[config.mk]
export PLATFORM = sky130hd
export DESIGN_NAME = pcileech_sysctl_flat
export DESIGN_NICKNAME = d
export VERILOG_FILES = /design/src/rtl/pcileech_sysctl_pkg.sv /design/src/rtl/pcileech_sysctl_if.sv /design/src/rtl/pcileech_sysctl_debounce.sv /design/src/rtl/pcileech_sysctl.sv /design/src/flat_wrapper.sv
export SDC_FILE = /design/constraint.sdc
export NUM_CORES = 1
export LEC_CHECK = 0
export BUFFER_PORTS_ARGS = -buffer_cell sky130_fd_sc_hd__buf_4
export CAP_MARGIN = 0
export CORE_UTILIZATION = 65
export DETAILED_ROUTE_END_ITERATION = 7
export HOLD_SLACK_MARGIN = 0.12
export PLACE_DENSITY_LB_ADDON = 0.08
export SYNTH_ARGS = -nofsm -noshare
export SYNTH_HDL_FRONTEND = slang
export SYNTH_SLANG_ARGS = --single-unit
[constraint.sdc]
create_clock -name clk -period 5.4 [get_ports clk]
set_clock_uncertainty 0.15 [all_clocks]
set_input_delay 0.54 -clock clk [delete_from_list [all_inputs] [get_ports clk]]
set_output_delay 0.54 -clock clk [all_outputs]
set_load 0.1 [all_outputs]
[src/rtl/pcileech_sysctl_pkg.sv]
// pcileech_sysctl_pkg: shared types and helpers for the board system controller.
package pcileech_sysctl_pkg;

  // Per-LED drive mode, two bits per LED on the led_mode bus.
  typedef enum logic [1:0] {
    LED_OFF   = 2'd0,
    LED_ON    = 2'd1,
    LED_ACT   = 2'd2,
    LED_BLINK = 2'd3
  } led_mode_t;

  // System reset sequencer states; sys_rst is asserted in every state except ST_RUN.
  typedef enum logic [1:0] {
    ST_RESET = 2'd0,
    ST_HOLD  = 2'd1,
    ST_RUN   = 2'd2,
    ST_BTN   = 2'd3
  } rst_state_t;

  // Width of a counter that must be able to hold the value max_val.
  function automatic int cnt_w(input int max_val);
    return (max_val < 1) ? 1 : $clog2(max_val + 1);
  endfunction

endpackage

[src/rtl/pcileech_sysctl_if.sv]
// pcileech_sysctl_if: signals exchanged between the system controller and the
// blocks it serves (debounced buttons, PCIe sideband, system reset, LED control).
// The controller takes the master modport; downstream logic takes slave.
interface pcileech_sysctl_if #(
  parameter int NUM_BTN = 2,
  parameter int NUM_LED = 2
);

  logic [NUM_BTN-1:0]   btn_level;
  logic [NUM_BTN-1:0]   btn_press;
  logic                 pcie_present_sync;
  logic                 pcie_perst_n_sync;
  logic                 sys_rst;
  logic [2*NUM_LED-1:0] led_mode;
  logic [NUM_LED-1:0]   led_act;
  logic                 led_invert;
  logic [NUM_LED-1:0]   led;

  modport master (
    output btn_level, btn_press, pcie_present_sync, pcie_perst_n_sync, sys_rst, led,
    input  led_mode, led_act, led_invert
  );

  modport slave (
    input  btn_level, btn_press, pcie_present_sync, pcie_perst_n_sync, sys_rst, led,
    output led_mode, led_act, led_invert
  );

endinterface

[src/rtl/pcileech_sysctl_debounce.sv]
// pcileech_sysctl_debounce: one active-low button -> synchronised, debounced
// level (1 = pressed) and a single-cycle press pulse on each debounced 0->1.
module pcileech_sysctl_debounce
  import pcileech_sysctl_pkg::*;
#(
  parameter int DEBOUNCE_CYCLES = 1000000
) (
  input  logic clk,
  input  logic rst_n,
  input  logic btn_n,
  output logic level,
  output logic press
);

  localparam int CW = cnt_w(DEBOUNCE_CYCLES);
  localparam logic [CW-1:0] CNT_LAST = CW'(DEBOUNCE_CYCLES - 1);

  logic          sync1;
  logic          sync2;
  logic          level_q;
  logic [CW-1:0] cnt;

  // Bring the asynchronous pad into the clock domain, inverted so 1 = pressed.
  always_ff @(posedge clk or negedge rst_n) begin
    if (!rst_n) begin
      sync1 <= 1'b0;
      sync2 <= 1'b0;
    end else begin
      sync1 <= ~btn_n;
      sync2 <= sync1;
    end
  end

  // Count consecutive cycles the input disagrees with the level; adopt it once stable long enough.
  always_ff @(posedge clk or negedge rst_n) begin
    if (!rst_n) begin
      cnt   <= '0;
      level <= 1'b0;
    end else if (sync2 == level) begin
      cnt <= '0;
    end else if (cnt == CNT_LAST) begin
      cnt   <= '0;
      level <= sync2;
    end else begin
      cnt <= cnt + 1'b1;
    end
  end

  // Delayed copy of the level for rising-edge detection.
  always_ff @(posedge clk or negedge rst_n) begin
    if (!rst_n) begin
      level_q <= 1'b0;
    end else begin
      level_q <= level;
    end
  end

  assign press = level & ~level_q;

endmodule

[src/rtl/pcileech_sysctl.sv]
// pcileech_sysctl: board system controller.
//  - debounces NUM_BTN raw buttons
//  - stretched system reset from rst_n and a reset button, synchronous deassert
//  - PCIe PERST#/PRSNT# synchronisation, enabled by macro PCILEECH_SYSCTL_PERST_EN
//    (when undefined the pads are ignored: perst_n_sync=1, present_sync=0 after reset)
//  - NUM_LED LEDs with per-LED off/on/activity-stretch/blink mode
// LED, debounce and blink logic are reset by rst_n only, never by sys_rst.
module pcileech_sysctl
  import pcileech_sysctl_pkg::*;
#(
  parameter int NUM_BTN         = 2,
  parameter int NUM_LED         = 2,
  parameter int RST_BTN_IDX     = 1,
  parameter int DEBOUNCE_CYCLES = 1000000,
  parameter int RST_HOLD_CYCLES = 1024,
  parameter int STRETCH_CYCLES  = 5000000,
  parameter int BLINK_HALF      = 50000000
) (
  input  logic               clk,
  input  logic               rst_n,
  input  logic [NUM_BTN-1:0] btn_n,
  input  logic               pcie_present,
  input  logic               pcie_perst_n,
  pcileech_sysctl_if.master  bus
);

  localparam int HW = cnt_w(RST_HOLD_CYCLES);
  localparam int SW = cnt_w(STRETCH_CYCLES);
  localparam int BW = cnt_w(BLINK_HALF);
  localparam logic [HW-1:0] HOLD_LOAD  = HW'(RST_HOLD_CYCLES - 1);
  localparam logic [SW-1:0] ACT_LOAD   = SW'(STRETCH_CYCLES);
  localparam logic [BW-1:0] BLINK_LAST = BW'(BLINK_HALF - 1);

  // ---------------------------------------------------------------------------
  // Reset synchroniser: assert immediately, release two clocks after rst_n rises.
  // ---------------------------------------------------------------------------
  logic rst_meta_n;
  logic rst_sync_n;

  // Two-stage release synchroniser for rst_n.
  always_ff @(posedge clk or negedge rst_n) begin
    if (!rst_n) begin
      rst_meta_n <= 1'b0;
      rst_sync_n <= 1'b0;
    end else begin
      rst_meta_n <= 1'b1;
      rst_sync_n <= rst_meta_n;
    end
  end

  // ---------------------------------------------------------------------------
  // Buttons
  // ---------------------------------------------------------------------------
  logic [NUM_BTN-1:0] btn_level;
  logic [NUM_BTN-1:0] btn_press;

  for (genvar b = 0; b < NUM_BTN; b++) begin : g_btn
    pcileech_sysctl_debounce #(
      .DEBOUNCE_CYCLES (DEBOUNCE_CYCLES)
    ) u_debounce (
      .clk   (clk),
      .rst_n (rst_n),
      .btn_n (btn_n[b]),
      .level (btn_level[b]),
      .press (btn_press[b])
    );
  end

  assign bus.btn_level = btn_level;
  assign bus.btn_press = btn_press;

  // ---------------------------------------------------------------------------
  // System reset sequencer
  // ---------------------------------------------------------------------------
  rst_state_t    state;
  rst_state_t    next_state;
  logic [HW-1:0] hold_cnt;
  logic [HW-1:0] next_cnt;
  logic          sys_rst_q;
  logic          rst_btn;

  assign rst_btn = btn_level[RST_BTN_IDX];

  // State and hold counter registers; sys_rst is registered from the next state so it is glitch-free.
  always_ff @(posedge clk or negedge rst_n) begin
    if (!rst_n) begin
      state     <= ST_RESET;
      hold_cnt  <= '0;
      sys_rst_q <= 1'b1;
    end else begin
      state     <= next_state;
      hold_cnt  <= next_cnt;
      sys_rst_q <= (next_state != ST_RUN);
    end
  end

  // Next-state logic: hold reset for RST_HOLD_CYCLES after every reset source goes away.
  always_comb begin
    next_state = state;
    next_cnt   = hold_cnt;
    case (state)
      ST_RESET: begin
        if (rst_sync_n) begin
          next_state = ST_HOLD;
          next_cnt   = HOLD_LOAD;
        end
      end
      ST_HOLD: begin
        if (rst_btn) begin
          next_state = ST_BTN;
        end else if (hold_cnt == '0) begin
          next_state = ST_RUN;
        end else begin
          next_cnt = hold_cnt - 1'b1;
        end
      end
      ST_RUN: begin
        if (rst_btn) begin
          next_state = ST_BTN;
        end
      end
      ST_BTN: begin
        if (!rst_btn) begin
          next_state = ST_HOLD;
          next_cnt   = HOLD_LOAD;
        end
      end
      default: begin
        next_state = ST_RESET;
      end
    endcase
  end

  assign bus.sys_rst = sys_rst_q;

  // ---------------------------------------------------------------------------
  // PCIe sideband
  // ---------------------------------------------------------------------------
`ifdef PCILEECH_SYSCTL_PERST_EN
  logic [1:0] perst_sync;
  logic [1:0] present_sync;

  // Two-stage synchronisers for the asynchronous PERST# and PRSNT# pads.
  always_ff @(posedge clk or negedge rst_n) begin
    if (!rst_n) begin
      perst_sync   <= 2'b00;
      present_sync <= 2'b00;
    end else begin
      perst_sync   <= {perst_sync[0], pcie_perst_n};
      present_sync <= {present_sync[0], pcie_present};
    end
  end

  assign bus.pcie_perst_n_sync = perst_sync[1];
  assign bus.pcie_present_sync = present_sync[1];
`else
  logic perst_idle_n;
  logic unused_pcie_pads;

  // No sideband wiring on this board: report "not in reset" once out of reset.
  always_ff @(posedge clk or negedge rst_n) begin
    if (!rst_n) begin
      perst_idle_n <= 1'b0;
    end else begin
      perst_idle_n <= 1'b1;
    end
  end

  assign unused_pcie_pads      = pcie_present ^ pcie_perst_n;
  assign bus.pcie_perst_n_sync = perst_idle_n;
  assign bus.pcie_present_sync = 1'b0;
`endif

  // ---------------------------------------------------------------------------
  // LEDs
  // ---------------------------------------------------------------------------
  logic [BW-1:0] blink_div;
  logic          blink_phase;

  // Shared blink divider; the phase flips every BLINK_HALF cycles.
  always_ff @(posedge clk or negedge rst_n) begin
    if (!rst_n) begin
      blink_div   <= '0;
      blink_phase <= 1'b0;
    end else if (blink_div == BLINK_LAST) begin
      blink_div   <= '0;
      blink_phase <= ~blink_phase;
    end else begin
      blink_div <= blink_div + 1'b1;
    end
  end

  for (genvar i = 0; i < NUM_LED; i++) begin : g_led
    logic [SW-1:0] act_cnt;
    logic          raw;
    logic          led_q;

    // Activity stretcher: each pulse (re)loads the full on-time, runs in every mode.
    always_ff @(posedge clk or negedge rst_n) begin
      if (!rst_n) begin
        act_cnt <= '0;
      end else if (bus.led_act[i]) begin
        act_cnt <= ACT_LOAD;
      end else if (act_cnt != '0) begin
        act_cnt <= act_cnt - 1'b1;
      end
    end

    // Select the unregistered LED value for the current mode.
    always_comb begin
      raw = 1'b0;
      case (led_mode_t'(bus.led_mode[2*i +: 2]))
        LED_OFF:   raw = 1'b0;
        LED_ON:    raw = 1'b1;
        LED_ACT:   raw = (act_cnt != '0);
        LED_BLINK: raw = blink_phase;
        default:   raw = 1'b0;
      endcase
    end

    // Registered LED drive with global polarity inversion.
    always_ff @(posedge clk or negedge rst_n) begin
      if (!rst_n) begin
        led_q <= 1'b0;
      end else begin
        led_q <= raw ^ bus.led_invert;
      end
    end

    assign bus.led[i] = led_q;
  end

endmodule

[src/flat_wrapper.sv]
// flat-port wrapper written by rule: the top's interface ports become plain ports
module pcileech_sysctl_flat import pcileech_sysctl_pkg::*;
#(
  parameter int NUM_BTN         = 2,
  parameter int NUM_LED         = 2,
  parameter int RST_BTN_IDX     = 1,
  parameter int DEBOUNCE_CYCLES = 1000000,
  parameter int RST_HOLD_CYCLES = 1024,
  parameter int STRETCH_CYCLES  = 5000000,
  parameter int BLINK_HALF      = 50000000
)
  (clk, rst_n, btn_n, pcie_present, pcie_perst_n, bus_btn_level, bus_btn_press, bus_pcie_present_sync, bus_pcie_perst_n_sync, bus_sys_rst, bus_led, bus_led_mode, bus_led_act, bus_led_invert);
  pcileech_sysctl_if #(.NUM_BTN(NUM_BTN), .NUM_LED(NUM_LED)) bus_i ();
  input  logic clk;
  input  logic rst_n;
  input  logic [NUM_BTN-1:0] btn_n;
  input  logic pcie_present;
  input  logic pcie_perst_n;
  output wire logic [$bits(bus_i.btn_level)-1:0] bus_btn_level;
  output wire logic [$bits(bus_i.btn_press)-1:0] bus_btn_press;
  output wire logic [$bits(bus_i.pcie_present_sync)-1:0] bus_pcie_present_sync;
  output wire logic [$bits(bus_i.pcie_perst_n_sync)-1:0] bus_pcie_perst_n_sync;
  output wire logic [$bits(bus_i.sys_rst)-1:0] bus_sys_rst;
  output wire logic [$bits(bus_i.led)-1:0] bus_led;
  input wire logic [$bits(bus_i.led_mode)-1:0] bus_led_mode;
  input wire logic [$bits(bus_i.led_act)-1:0] bus_led_act;
  input wire logic [$bits(bus_i.led_invert)-1:0] bus_led_invert;
  assign bus_btn_level = bus_i.btn_level;
  assign bus_btn_press = bus_i.btn_press;
  assign bus_pcie_present_sync = bus_i.pcie_present_sync;
  assign bus_pcie_perst_n_sync = bus_i.pcie_perst_n_sync;
  assign bus_sys_rst = bus_i.sys_rst;
  assign bus_led = bus_i.led;
  assign bus_i.led_mode = bus_led_mode;
  assign bus_i.led_act = bus_led_act;
  assign bus_i.led_invert = bus_led_invert;
  pcileech_sysctl #(.NUM_BTN(NUM_BTN), .NUM_LED(NUM_LED), .RST_BTN_IDX(RST_BTN_IDX), .DEBOUNCE_CYCLES(DEBOUNCE_CYCLES), .RST_HOLD_CYCLES(RST_HOLD_CYCLES), .STRETCH_CYCLES(STRETCH_CYCLES), .BLINK_HALF(BLINK_HALF)) u_core (.clk(clk), .rst_n(rst_n), .btn_n(btn_n), .pcie_present(pcie_present), .pcie_perst_n(pcie_perst_n), .bus(bus_i));
endmodule
==> metrics.yaml, run 1 <==
drt-vias-per-instance: 5.97
hp-start: "bus_led_act[0]"
worstSetupPathType: "register to register"
critPathArrivalTime_ns: 2.95
initial_core_util_pct: 66.6
antenna_found_initial: 0
final_layout_size_suffix_gt1_share_pct: 9.39
status: "finished, final reports clean"
met2_length_mm: 6.28
clk_latency_ns: 0.54
place_ws_ns: 2.66
clk_path_buf_depth: 2
peakVddDrop_v: 0.000225
hold_depth: 2
die_h_um: 104
postLayoutSetupSlackWorst_ns: 2.72
setup_violations: 0
cts_resized: 0
dr.max_layer_used: "met4"
clockRootBuffer: "clkbuf_8"
max_freq_ghz: 0.373
slowest_stage: "nor4_1"
place_hpwl_mm: 8.44
gp_congestion: 0.838
core_area_sq_um: 10200
path_cells: "or4_4 -> or2_2 -> nor4_1 -> o31ai_1 -> xor2_1"
reg2reg_depth: 5
worstPathRequired_ns: 5.67
endpoint_kind: "register"
htree_levels: 4
tns_ns: 0
grt_pass1_wl_mm: 22.7
worstReg2RegStart: "u_core.g_led[1].act_cnt[4]"
die-area_sq_um: 10900
synth_edf_count: 0
synth.distinct_cells: 58
critPathLaunchType: "register"
final_core_util_pct: 73.8
min_to: "u_core.g_led[0].act_cnt[10]"
first_global_vias: 5042
wl_per_cell_um: 15.0
synthCells: 693
synth-seq-cells: 139
maxCapViolCount: 0
yosys_warnings: 0
port-buffer-count: 18
area_delta_synth_final_pct: 10.9
cellPowerDensity_nw_per_um2: 320
worstPathMaxFanout: 6
remaining_drc_errors: 0
tightest_slew_ns: 0.969
placementRows: 37
synthesis.area_sq_um: 6820
cts.clk_slew.worst_paths_ns: 0.06
synth_ff_type: "dfrtp_1"
grt_max_degree: 86
finalNetCount: 731
place_inst: 825
synth_top_area_share_pct: 50.7
rsz0062_at_grt: "false"
seqCellArea_sq_um: 3480
drv_slew: 0
leakage_nw: 3.13
grt_overflow: 0
cts_tree: "done"
synth_area_per_cell_sq_um: 9.83
finalCritPeriodShare_pct: 49.7
cts_buffers: 17
post-cts-setup-buffers: 0
ant_nets: 0
dr_wl_met3_um: 511
grt_usage_pct: 26.2
final_cells: 860
ys_seq_area_share_pct: 51.1
slowest_delay_ns: 0.63
finalCriticalPeriod_ns: 2.68
async_flop_share_pct: 100
vias: 5136
synth_nets: 712
hold_viol_final: 0
r2r-end: "u_core.g_led[1].led_q"
wirelength_mm: 12.9
clkSinkCount: 139
die_w_um: 104
drtIter0Drc: 286
hp-class: "input pin to register"
fill_cells: 726
regToRegSetupSlack_ns: 2.72
multi_input_area_sq_um: 3140
io_pins: 22
m1WireLength_mm: 5.92
first_pass_iters: 5
yosys-top-cells-area: "dfrtp_1, xor2_1, nor2_1"
yosysTopAreaCell: "dfrtp_1"
relSlewSlack_pct: 34.8
n_antenna_cell: 0
[final cells by class]
cell class                 instances  share of cell area, %
clock buffer                      22                   5.86
clock inverter                     9                  0.662
inverter                          20                  0.994
multi-input combinational        510                   41.6
sequential                       139                   46.1
tap                              136                   2.25
timing repair buffer              24                   2.57
[flip-flops by register name, indices dropped and copies added (netlist names), 11 cells and up]
name and cells:
u_core.blink_div 26, u_core.g_btn.u_debounce.cnt 40, u_core.g_led.act_cnt 46, u_core.hold_cnt 11
[logic make-up (layout without fill, tap and decap cells)]
logic type               count (synthesis)  in the layout  share of synthesized area [%]
AND/OR/NAND/NOR                        337            337                           26.3
flip-flops                             139            139                           51.1
XOR/XNOR                                89             89                           11.4
AO/OA/AOI/OAI                           73             73                           6.59
buffers and inverters                   44             75                           2.92
adder cells (fa/ha/maj)                  6              6                           1.10
multiplexers                             3              3                          0.459
other                                    2              2                          0.110
[timing repair]
action | in CTS | in global routing
endpoints found under the setup margin | 0 | 0
hold buffers | 4 | 0
hold endpoints to repair | 87 | 0
[power breakdown]
part,switching (mW),internal (mW),total (mW),leakage (nW)
clock network,0.419,0.566,0.985,0.244
logic,0.155,0.105,0.261,1.11
registers,0.0707,1.10,1.17,1.77
[placed cells by master (no fill, tap or decap), drive strengths merged, types with 5 or more instances in the layout]
| cell | n |
|---|---|
| dfrtp | 138 |
| nand2 | 42 |
| nand3 | 41 |
| and3 | 11 |
| nor2b | 6 |
| nor4 | 25 |
| buf | 20 |
| o21ai | 34 |
| clkbuf | 22 |
| nor3b | 6 |
| nor2 | 97 |
| nand3b | 10 |
| xnor2 | 41 |
| nor3 | 23 |
| nand4 | 17 |
| clkinv | 8 |
| inv | 19 |
| ha | 6 |
| xor2 | 48 |
| or4 | 8 |
| and4 | 7 |
| a21oi | 15 |
| or3 | 14 |
| or3b | 5 |
[metal layers]
layer	GRT usage [%]	vias to the layer above
met5	0	-
met4	9.49	0
met3	6.89	16
met2	42.1	102
met1	34.4	2551
li1	-	2467
[Yosys cell counts (6+ instances only)]
library cell / number
a21oi_1: 15
and3_1: 11
and4_1: 7
buf_4: 7
clkbuf_1: 15
dfrtp_1: 138
ha_1: 6
inv_1: 19
nand2_1: 42
nand3_1: 41
nand3b_1: 10
nand4_1: 17
nor2_1: 96
nor2b_1: 6
nor3_1: 23
nor3b_1: 6
nor4_1: 25
o21ai_0: 33
or3_1: 12
or4_1: 6
xnor2_1: 41
xor2_1: 48
[worst max-delay path, delay by kind of cell (launching register included)]
family / cells / cell delay (ns)
simple gates: 3 / 1.53
flops: 1 / 0.43
xor+xnor: 1 / 0.29
compound gates: 1 / 0.17
[how the worst max path moves through the flow]
stage / from / endpoint / slack (ns) / cells after the start
after CTS: u_core.g_led[1].act_cnt[4] / u_core.g_led[1].led_q / 2.65 / 5
after floorplan: u_core.g_led[1].act_cnt[4] / u_core.g_led[1].act_cnt[11] / 2.92 / 6
final: u_core.g_led[1].act_cnt[4] / u_core.g_led[1].led_q / 2.72 / 5
after global routing: u_core.g_led[1].act_cnt[17] / u_core.g_led[1].led_q / 2.50 / 5
after global placement: u_core.g_led[1].act_cnt[17] / u_core.g_led[1].act_cnt[11] / 2.82 / 5
after detailed placement: u_core.g_led[1].act_cnt[4] / u_core.g_led[1].led_q / 2.66 / 5
[through the flow]
| step | hold slack (ns) | power, mW | instance area [sq um] |
|---|---|---|---|
| after floorplan | 0.0944 | 1.37 | 6820 |
| after global placement | 0.187 | 1.43 | 7020 |
| after detailed placement | 0.190 | 1.44 | 7020 |
| after CTS | 0.134 | 2.43 | 7550 |
| after global routing | 0.156 | 2.52 | 7550 |
| final | 0.151 | 2.42 | 7550 |
No activity file was read; power rests on OpenSTA's default activity.
==> run 2, diff against run 1 <==
Settings changed: ABC_AREA set to 1, CORE_UTILIZATION 65 to 63.
Clock period 5.4 ns to 2.6 ns, I/O delays scaled along.
==> metrics.yaml, run 2 <==
critPathLaunchType: "register"
synthMostInstantiatedCell: "nand2_1"
first_pass_iters: 5
synthCells: 1120
crit_path_frequent_cell: "nand2_1"
async_flop_share_pct: 100
slowest_delay_ns: 0.56
stdcell_area_sq_um: 8930
startpoint: "u_core.g_led[0].act_cnt[0]"
die_h_um: 114
wl_per_cell_um: 12.3
first_global_vias: 6712
layout_common_cells: "nand2_1, nor2_1, inv_1"
synth_edf_count: 0
hold_viol_final: 0
grt_max_degree: 57
largest_register_ffs: 46
die_w_um: 114
p_total_mw: 5.75
worstReg2RegStart: "u_core.g_led[0].act_cnt[0]"
endpoint_kind: "register"
seqCellArea_sq_um: 3480
tightest_slew_ns: 0.715
leakage_nw: 4.38
worstPathMaxFanout: 7
cellPowerDensity_nw_per_um2: 644
n_antenna_cell: 0
grt_pass1_wl_mm: 29.3
finalCritPeriodShare_pct: 91.7
antenna_found_initial: 0
synth_common_cells: "nand2_1, nor2_1, inv_1"
clk_latency_ns: 0.42
io_pins: 22
cts_buffers: 17
peakVddDrop_v: 0.000571
place_area_sq_um: 8240
synth-seq-cells: 139
ant_nets: 0
top_register: "u_core.g_led.act_cnt"
maxCapViolCount: 0
yosysTopAreaCell: "dfrtp_1"
port-buffer-count: 18
yosys-top-cells-area: "dfrtp_1, nand2_1, nor2_1"
grt_usage_pct: 28.2
initial_core_util_pct: 65.3
postLayoutSetupSlackWorst_ns: 0.216
synth_ff_type: "dfrtp_1"
status: "finished, final reports clean"
synth_top_area_share_pct: 43.5
htree_levels: 4
post-cts-setup-buffers: 0
endpoint: "u_core.g_led[0].led_q"
rsz0062_at_grt: "false"
area_delta_synth_final_pct: 12.5
relSlewSlack_pct: 52.2
worstSetupPathType: "register to register"
synth.distinct_cells: 38
regToRegSetupSlack_ns: 0.22
remaining_drc_errors: 0
worstPathRequired_ns: 2.81
whs_ns: 0.145
hp-class: "input pin to register"
max_freq_ghz: 0.419
drt-vias-per-instance: 5.21
finalNetCount: 1180
r2r-end: "u_core.g_led[0].led_q"
place_inst: 1297
vias: 6980
clk_path_buf_depth: 2
path_cells: "inv_1 -> ha_1 -> nand2_1 -> nor2_2 -> nand3_4 -> nand2_1 -> nand3_1 -> dlygate4sd3_1 -> nand2_1"
synth_nets: 1139
final_layout_size_suffix_gt1_share_pct: 7.25
place_ws_ns: 0.574
gp_congestion: 0.907
ys_seq_area_share_pct: 43.8
die-area_sq_um: 13100
cts.clk_slew.worst_paths_ns: 0.05
cts_resized: 0
clockRootBuffer: "clkbuf_16"
place_hpwl_mm: 11.7
setup_violations: 0
cts_tree: "done"
layout_commonest_cell: "nand2_1"
grt_overflow: 0
wirelength_mm: 16.6
core_area_sq_um: 12200
reg2reg_depth: 9
critPathArrivalTime_ns: 2.59
synth_area_per_cell_sq_um: 7.09
final_cells: 1341
drv_slew: 0
tns_ns: 0
placementRows: 40
slowest_stage: "dlygate4sd3_1"
final_core_util_pct: 73.4
drtIter0Drc: 576
finalCriticalPeriod_ns: 2.38
multi_input_area_sq_um: 3800
fill_cells: 1025
synthesis.area_sq_um: 7940
yosys_warnings: 0
clkSinkCount: 139
reg.largest.list: "u_core.g_led.act_cnt (46), u_core.g_btn.u_debounce.cnt (40), u_core.blink_div (26)"
==> run 2: cell count changes in the layout (fill, tap and decap cells not counted), moves of 12 or more <==
| cell | previous run | this run |
|---|---|---|
| inv_1 | 19 | 150 |
| nand2_1 | 42 | 273 |
| nand3_1 | 41 | 96 |
| nor2_1 | 96 | 254 |
| nor4_1 | 24 | 3 |
| o21ai_0 | 33 | 17 |
| or3_1 | 12 | 0 |
| xnor2_1 | 41 | 13 |
| xor2_1 | 48 | 26 |
==> run 2: kinds of logic after synthesis <==
family | count (synthesis) | share of synthesized area, %
compound gates | 48 | 3.26
xor+xnor | 39 | 4.30
fa+ha+maj | 6 | 0.945
buf+inv | 166 | 8.35
flops | 139 | 43.8
other cells | 2 | 0.0946
simple gates | 720 | 39.2
==> run 2: final cells by class <==
class / instances / area share [%]
multi-input cells: 815 / 42.5
flip-flops and latches: 139 / 39.0
inverters: 153 / 6.43
clock buffers: 24 / 5.51
repair buffers: 35 / 3.49
well taps: 168 / 2.35
clock inverters: 7 / 0.728
==> run 2: worst min-delay path by stage <==
stage / startpoint / endpoint / slack [ns] / cells past startpoint
after floorplan: rst_n / u_core.blink_div[0] / -0.19 / 0
after global placement: rst_n / u_core.g_btn[1].u_debounce.sync1 / 0.11 / 1
after detailed placement: rst_n / u_core.g_btn[1].u_debounce.level_q / 0.11 / 1
after CTS: bus_led_mode[3] / u_core.g_led[1].led_q / 0.12 / 6
after global routing: u_core.g_btn[0].u_debounce.sync1 / u_core.g_btn[0].u_debounce.sync2 / 0.20 / 0
final: bus_led_mode[3] / u_core.g_led[1].led_q / 0.14 / 6
==> run 2: what timing repair did <==
action                     in CTS  in global routing
setup endpoints to repair       0                  0
hold endpoints to repair      124                  0
hold buffers                   13                  0
==> run 2: critical path: cells and delay by family (launching register included) <==
| kind | cells | cell delay [ns] |
|---|---|---|
| AND/OR/NAND/NOR | 6 | 0.81 |
| buffers and inverters | 2 | 0.68 |
| flip-flops | 1 | 0.41 |
| adder cells (fa/ha/maj) | 1 | 0.30 |
==> run 2: routing by layer <==
metal / part of all wire (%) / GRT usage, % / wire length, um
met1: 47 / 36.9 / 7780
met2: 47 / 47.3 / 7830
met5: 0 / 0 / 0
met3: 4.7 / 6.41 / 777
met4: 1.0 / 7.71 / 171
==> run 2: power by group <==
| part | internal (mW) | switching, mW | leakage, nW |
|---|---|---|---|
| sequential | 2.33 | 0.147 | 1.77 |
| combinational | 0.316 | 0.687 | 2.33 |
| clock | 1.40 | 0.871 | 0.272 |
